## config.mk

```make
export PLATFORM = sky130hd
export DESIGN_NAME = frame_tracker
export DESIGN_NICKNAME = d
export VERILOG_FILES = /design/src/rtl/frame_tracker.sv
export SDC_FILE = /design/constraint.sdc
export NUM_CORES = 1
export LEC_CHECK = 0
export ABC_CLOCK_PERIOD_IN_PS = 2100
export BUFFER_PORTS_ARGS = -buffer_cell sky130_fd_sc_hd__buf_4
export CORE_ASPECT_RATIO = 1.75
export CORE_MARGIN = 1.5
export CORE_UTILIZATION = 50
export DETAILED_ROUTE_END_ITERATION = 10
export GPL_TIMING_DRIVEN = 0
export MAX_ROUTING_LAYER = met4
export PLACE_DENSITY = 0.84
export SLEW_MARGIN = 10
export SYNTH_ARGS = -nofsm -noshare
export SYNTH_HDL_FRONTEND = slang
export SYNTH_SLANG_ARGS = --single-unit
```

## constraint.sdc

```tcl
create_clock -name clk -period 2.1 [get_ports clk]
set_input_delay 0.105 -clock clk [delete_from_list [all_inputs] [get_ports clk]]
set_output_delay 0.105 -clock clk [all_outputs]
set_load 0.005 [all_outputs]
```

## src/rtl/frame_tracker.sv

```systemverilog
// Per-frame beat tracker for an AXI-Stream link: classifies each frame as good, runt or
// oversize, emits one-cycle event pulses and keeps saturating good/errored frame counts.
module frame_tracker #(
    parameter int HDR_BEATS = 2,
    parameter int MAX_BEATS = 190,
    parameter int CNT_W     = 16,
    parameter int STAT_W    = 16
) (
    input  logic              clk,
    input  logic              rst_n,
    input  logic              beat_accept,
    input  logic              tlast,
    input  logic              soft_clr,
    output logic              frame_start,
    output logic              frame_end,
    output logic              in_header,
    output logic              in_payload,
    output logic              in_drop,
    output logic [CNT_W-1:0]  beat_idx,
    output logic              err_runt,
    output logic              err_oversize,
    output logic [STAT_W-1:0] frames_ok,
    output logic [STAT_W-1:0] frames_err
);

    typedef enum logic [1:0] {
        ST_IDLE    = 2'd0,
        ST_HEADER  = 2'd1,
        ST_PAYLOAD = 2'd2,
        ST_DROP    = 2'd3
    } state_t;

    // With a single header beat the first beat already completes the header.
    localparam state_t FIRST_NEXT = (HDR_BEATS > 1) ? ST_HEADER : ST_PAYLOAD;

    state_t            r_state;
    logic [CNT_W-1:0]  r_beat_idx;
    logic              r_frame_start;
    logic              r_frame_end;
    logic              r_err_runt;
    logic              r_err_oversize;
    logic [STAT_W-1:0] r_frames_ok;
    logic [STAT_W-1:0] r_frames_err;

    logic w_at_max;
    logic w_hdr_last;
    logic w_good;
    logic w_bad;

    assign w_at_max   = (r_beat_idx == CNT_W'(MAX_BEATS));
    assign w_hdr_last = (r_beat_idx == CNT_W'(HDR_BEATS - 1));

    // Classify the beat being accepted this cycle as closing a good or an errored frame.
    always_comb begin
        w_good = 1'b0;
        w_bad  = 1'b0;
        if (beat_accept) begin
            case (r_state)
                ST_IDLE, ST_HEADER: begin
                    w_bad = tlast;
                end
                ST_PAYLOAD: begin
                    if (w_at_max) begin
                        w_bad = 1'b1;
                    end else begin
                        w_good = tlast;
                    end
                end
                default: begin
                    w_good = 1'b0;
                    w_bad  = 1'b0;
                end
            endcase
        end else begin
            w_good = 1'b0;
            w_bad  = 1'b0;
        end
    end

    // Frame state machine, beat index and one-cycle event pulses.
    always_ff @(posedge clk or negedge rst_n) begin
        if (!rst_n) begin
            r_state        <= ST_IDLE;
            r_beat_idx     <= {CNT_W{1'b0}};
            r_frame_start  <= 1'b0;
            r_frame_end    <= 1'b0;
            r_err_runt     <= 1'b0;
            r_err_oversize <= 1'b0;
        end else begin
            r_frame_start  <= 1'b0;
            r_frame_end    <= 1'b0;
            r_err_runt     <= 1'b0;
            r_err_oversize <= 1'b0;
            if (beat_accept) begin
                case (r_state)
                    ST_IDLE: begin
                        r_frame_start <= 1'b1;
                        if (tlast) begin
                            r_frame_end <= 1'b1;
                            r_err_runt  <= 1'b1;
                            r_beat_idx  <= {CNT_W{1'b0}};
                            r_state     <= ST_IDLE;
                        end else begin
                            r_beat_idx  <= CNT_W'(1);
                            r_state     <= FIRST_NEXT;
                        end
                    end
                    ST_HEADER: begin
                        if (tlast) begin
                            r_frame_end <= 1'b1;
                            r_err_runt  <= 1'b1;
                            r_beat_idx  <= {CNT_W{1'b0}};
                            r_state     <= ST_IDLE;
                        end else begin
                            r_beat_idx  <= r_beat_idx + CNT_W'(1);
                            r_state     <= w_hdr_last ? ST_PAYLOAD : ST_HEADER;
                        end
                    end
                    ST_PAYLOAD: begin
                        // Beat MAX_BEATS is one too many; the index parks there while dropping.
                        if (w_at_max) begin
                            r_err_oversize <= 1'b1;
                            if (tlast) begin
                                r_frame_end <= 1'b1;
                                r_beat_idx  <= {CNT_W{1'b0}};
                                r_state     <= ST_IDLE;
                            end else begin
                                r_state     <= ST_DROP;
                            end
                        end else if (tlast) begin
                            r_frame_end <= 1'b1;
                            r_beat_idx  <= {CNT_W{1'b0}};
                            r_state     <= ST_IDLE;
                        end else begin
                            r_beat_idx  <= r_beat_idx + CNT_W'(1);
                        end
                    end
                    ST_DROP: begin
                        if (tlast) begin
                            r_frame_end <= 1'b1;
                            r_beat_idx  <= {CNT_W{1'b0}};
                            r_state     <= ST_IDLE;
                        end
                    end
                    default: begin
                        r_beat_idx <= {CNT_W{1'b0}};
                        r_state    <= ST_IDLE;
                    end
                endcase
            end
        end
    end

    // Saturating frame statistics; a coincident soft clear beats an increment.
    always_ff @(posedge clk or negedge rst_n) begin
        if (!rst_n) begin
            r_frames_ok  <= {STAT_W{1'b0}};
            r_frames_err <= {STAT_W{1'b0}};
        end else if (soft_clr) begin
            r_frames_ok  <= {STAT_W{1'b0}};
            r_frames_err <= {STAT_W{1'b0}};
        end else begin
            if (w_good && (r_frames_ok != {STAT_W{1'b1}})) begin
                r_frames_ok <= r_frames_ok + STAT_W'(1);
            end
            if (w_bad && (r_frames_err != {STAT_W{1'b1}})) begin
                r_frames_err <= r_frames_err + STAT_W'(1);
            end
        end
    end

    assign frame_start  = r_frame_start;
    assign frame_end    = r_frame_end;
    assign err_runt     = r_err_runt;
    assign err_oversize = r_err_oversize;
    assign beat_idx     = r_beat_idx;
    assign frames_ok    = r_frames_ok;
    assign frames_err   = r_frames_err;
    assign in_header    = (r_state == ST_HEADER);
    assign in_payload   = (r_state == ST_PAYLOAD);
    assign in_drop      = (r_state == ST_DROP);

endmodule

```

# Yosys cells after proc, flatten, opt, wreduce, memory -nomap -nowiden

Index checks and enable logic that the tools add are counted.

Muxes and demuxes: 31
Eq/ne operators: 7
Reduce and logical (&&, ||, !) cells: 7
Add/sub/neg operators: 3

Operators by type and width:

| cell                                           | number |
|---|---|
| 2-to-1 mux 16 bit                              | 7 |
| case mux 16 bit (4 select lines)               | 1 |
| adder 16 x 1 -> 16 bit, second input constant  | 3 |
| != test 16 bit, second input constant          | 2 |
| == test 16 x 1 -> 1 bit, second input constant | 1 |
| == test 16 x 8 -> 1 bit, second input constant | 1 |
| 2-to-1 mux 1 bit                               | 16 |
| 2-to-1 mux 2 bit                               | 5 |
| case mux 2 bit (4 select lines)                | 1 |
| == test 2 bit, second input constant           | 2 |
| nonzero test 2 bit                             | 2 |
| OR reduction 4 bit                             | 1 |
| == test 2 x 1 -> 1 bit, second input constant  | 1 |
| logical AND 1 bit                              | 2 |
| logical NOT 2 bit                              | 1 |
| case mux 1 bit (2 select lines)                | 1 |
| OR reduction 2 bit                             | 1 |

Output and inout bits: 55
Flip-flop bits (word level): 54
Input bits: 5
Logic and storage cells: 56

# Depth between registers and ports, before layout

Word-level depth: 7
Depth in mapped cells: 9
Gate-level depth less buffers: 7

# Worst setup path after synthesis

OpenSTA, ideal clock, no wires.

Path type: register to register
Start point: register r_beat_idx[0], in the netlist beat_idx[0]
End point: register r_frames_err[11], in the netlist frames_err[11]
Cell stages (with the launch flop): 9
Buffers on the path: 1
Path slack: -0.004 ns
Arrival time: 1.979 ns
Period minus slack after synthesis: 2.104 ns
Data required time: 1.975 ns
Library setup time: 0.125 ns
Cell sequence: dfrtp_1 > inv_1 > ha_1 > and4_1 > and4_4 > a31oi_4 > buf_6 > nor4_1 > mux2_2

Cells in the longest elaborated chain, start to end: 6

Ends and longest elaborated chain:

| what                                | line | text |
|---|---|---|
| start, declared                     | 37   | `logic [CNT_W-1:0] r_beat_idx;` |
| start signal, assigned              | 84   | `r_beat_idx <= {CNT_W{1'b0}};` |
| start signal, assigned              | 101  | `r_beat_idx <= {CNT_W{1'b0}};` |
| start signal, assigned              | 112  | `r_beat_idx <= {CNT_W{1'b0}};` |
| == test 16 x 8 -> 1 bit             | 50   | `assign w_at_max = (r_beat_idx == CNT_W'(MAX_BEATS));` |
| 2-to-1 mux 1 bit                    | 63   | `if (w_at_max) begin` |
| case mux 1 bit (2 select lines)     | 58   | `case (r_state)` |
| 2-to-1 mux 1 bit                    | 57   | `if (beat_accept) begin` |
| logical AND 1 bit                   | 166  | `if (w_bad && (r_frames_err != {STAT_W{1'b1}})) begin` |
| nonzero test 2 bit (no source line) | --   |  |
| end signal, assigned                | 158  | `r_frames_err <= {STAT_W{1'b0}};` |
| end signal, assigned                | 161  | `r_frames_err <= {STAT_W{1'b0}};` |
| end signal, assigned                | 167  | `r_frames_err <= r_frames_err + STAT_W'(1);` |
| end, declared                       | 43   | `logic [STAT_W-1:0] r_frames_err;` |

No other way between the ends.
A chain may end at the register's enable or synchronous reset.

# Final worst setup path

Same ends and word-level chain as after synthesis.

==> impl_results.md <==
* Core area at roughly 6200 um2
* CP required at approximately 2.3 ns
* Critical Path Start Type: flip-flop
* Clk buf depth at 2
* P_leak at 1.85 nW
* Remaining antenna violation count after routing at 0
* Starting Density at 51.8%
* Status: complete, but fails checks
* Post-synthesis sequential area ratio at 41.9%
* Measured slew at the worst slew-check pin at 0.713 ns
* Max stage delay on crit path at 0.45 ns
* Net Count, Synth at 366
* Pre-CTS WS at -0.289 ns
* Worst hold path type: input pin to flip-flop
* Starting DRT DRC Count at 261
* Area delta synth->final at 35.3%
* #FFs+latches synth at 54
* Port bufs at 59
* Vias in the first global route at around 3200
* Top cells by count, synth: dfrtp_1 (54), a21oi_1 (30), nand2_1 (26), nor2_1 (26), nand3_1 (19)
* Final wirelength at 10500 um
* Cells after synthesis at roughly 360
* Post-synth top flop: dfrtp_1
* Synth cell types at 62
* Yosys warnings at 0
* Synth top area share at about two fifths
* Violated checks: negative setup slack
* Crit. End Element: flip-flop
* CTS tree: built
* H-tree Lvls at 2
* Final hold violation count at 0
* Syn Area/Cell at 9.07 um2
* Number of remaining DRC errors at 0
* Drt first pass iters at 5
* RD Place Congestion at between 0.9 and 1
* CP Data Arrival Time at 2.51 ns
* Top cell type by total area after synthesis: dfrtp_1
* All-Layer GR Usage at between 20 and 30%
* Global-route wire length before repair at around 15000 um
* Skew-Pair Late Insertion Delay at 0.32 ns
* CTS clock-pin slew for the worst setup and hold paths at 0.10 ns
* Initial antenna violation count at 0
* Period minus WS final at 2.30 ns
* Max Slew Vio Count at 0
* Row cnt at 38
* WL/cell at 19.9 um
* CP Cell Sequence: inv_2 -> ha_4 -> and4_4 -> and4_4 -> a31oi_4 -> buf_6 -> nor4_4 -> mux2_4
* RSZ-0062 raised after global routing: true
* Final nets at 455
* Sink Count at 54
* Die width at 63.7 um
* ANT cells at 0
* Rel. slew slack at 52.5%
* PD cells at around 570 nW/um2
* Clock root buffer: clkbuf_8
* Final WS setup at -0.201 ns
* Final setup fails at 12
* Grt ovf at 0
* Critical-path top delay cell: dfrtp_2
* Vias at 3333
* Via density at 6.34
* I/O pin cnt at 60
* Ys async rst share at 100%
* Max-cap violations at 0
* Mapped Area at 3230 um2
* Layout cell share with drive strength beyond 1 at between 30% and 40%
* Num CTS Buffers at 5
* Clock Skews at 0.00747 ns
* Crit Path Class: flip-flop to flip-flop
* Largest net degree at the start of global routing at 55
* Maximum vdd drop at 0.000568 V
* Number of synthesized flops with an enable pin at 0
* Flop2flop setup slack at -0.20 ns
* Post-DP HPWL at 6260 um
* Post-Layout Cell Count at between 500 and 600
* Placed cells at 495
* Count leader, synth: dfrtp_1
* Die Area at 6970 um2
* F_max at around 430 MHz
* Peak fanout along the critical path at 7
* Crit path top cell by count: and4_4
* Fin crit share at 110%
* Die Height at 109 um
* Synth area leaders: dfrtp_1 (42%), a21oi_1 (4.7%), nand2_1 (3.0%)
[cell type report]
cell class	count	area, um2
fill	484	1860
timing repair buffer	82	643
inverter	11	41.3
tap	80	100
clock inverter	1	5.00
sequential	54	1370
buffer	17	129
clock buffer	7	86.3
multi-input combinational	274	2000
[critical path: cells and delay by family (launching register included)]
family          cells  cell delay, ns
mux                 1            0.34
simple gates        3            0.85
fa+ha+maj           1            0.12
flops               1            0.45
compound gates      1            0.14
buf+inv             2            0.28
[cell families (layout without fill, tap and decap cells)]
logic type               Yosys count  in the layout  share of synthesized area (%)
AO/OA/AOI/OAI                     93             93                           18.7
buffers and inverters             28            118                           4.34
multiplexers                       8              8                           2.71
AND/OR/NAND/NOR                  165            165                           29.6
adder cells (fa/ha/maj)            6              6                           2.25
XOR/XNOR                           2              2                          0.543
flip-flops                        54             54                           41.9
[metrics by stage]
step	area, um2	util (%)	TNS [ns]	power [mW]	hold WS, ns
4_1_cts	4090	65.6	-0.677	2.42	0.125
3_5_place_dp	3770	60.6	-3.82	1.73	0.202
5_1_grt	4370	70.1	-1.73	2.58	0.116
6_report	4370	70.1	-1.04	2.48	0.125
2_1_floorplan	3230	-	0	1.51	-0.191
3_3_place_gp	3770	60.6	-2.22	1.72	0.200
[cell usage in the layout, fill, tap and decap left out, drive strengths merged, types with 3 or more instances in the layout]
cell type  count
buf           90
dfrtp         54
a21oi         30
nor2          27
nand2         26
nand3         19
o21ai         18
clkbuf        15
nand4         12
or3           12
inv           11
nor2b         10
or4           10
o31ai         10
a31oi          9
nor4           9
a21o           7
nand2b         7
nor3           7
mux2           6
and3           5
ha             5
or2            4
nand3b         4
and4           4
and2           3
a22o           3
[layer usage]
metal	vias up	track usage (%)	share of wire (%)
li1	1513	-	-
met3	53	3.38	5.2
met5	-	-	0
met4	0	15.5	5.6
met2	174	52.4	54
met1	1593	27.8	35
[path summary, 6_finish.rpt]
| check | startpoint | to | cells past startpoint |
|---|---|---|---|
| max in group asynchronous | rst_n | beat_idx[1] | 2 |
| min | tlast | err_runt | 2 |
| min reg2reg | frames_ok[13] | frames_ok[13] | 3 |
| max reg2reg | beat_idx[0] | frames_err[11] | 8 |
| min in group asynchronous | rst_n | frames_err[1] | 2 |
| max | beat_idx[0] | frames_err[11] | 8 |
[power breakdown]
part           internal (mW)  switching [mW]  leakage, nW
Combinational          0.288           0.423         1.07
Clock                  0.267           0.358       0.0482
Sequential              1.09          0.0509        0.728
[repair_timing]
item | in CTS | in global routing
hold buffers | 1 | 0
endpoints found under the hold margin | 54 | 0
pin swaps | 15 | 17
gates cloned | 0 | 1
setup buffers | 10 | 11
setup endpoints to repair | 28 | 27
gates resized for setup | 29 | 46
[sequential cells by signal (all words and copies together), names as in the netlist]
register,flops
frames_err,16
r_state,2
err_oversize,1
frames_ok,16
beat_idx,16
err_runt,1
frame_start,1
frame_end,1
Note: power is estimated with default switching activity, not from simulation.
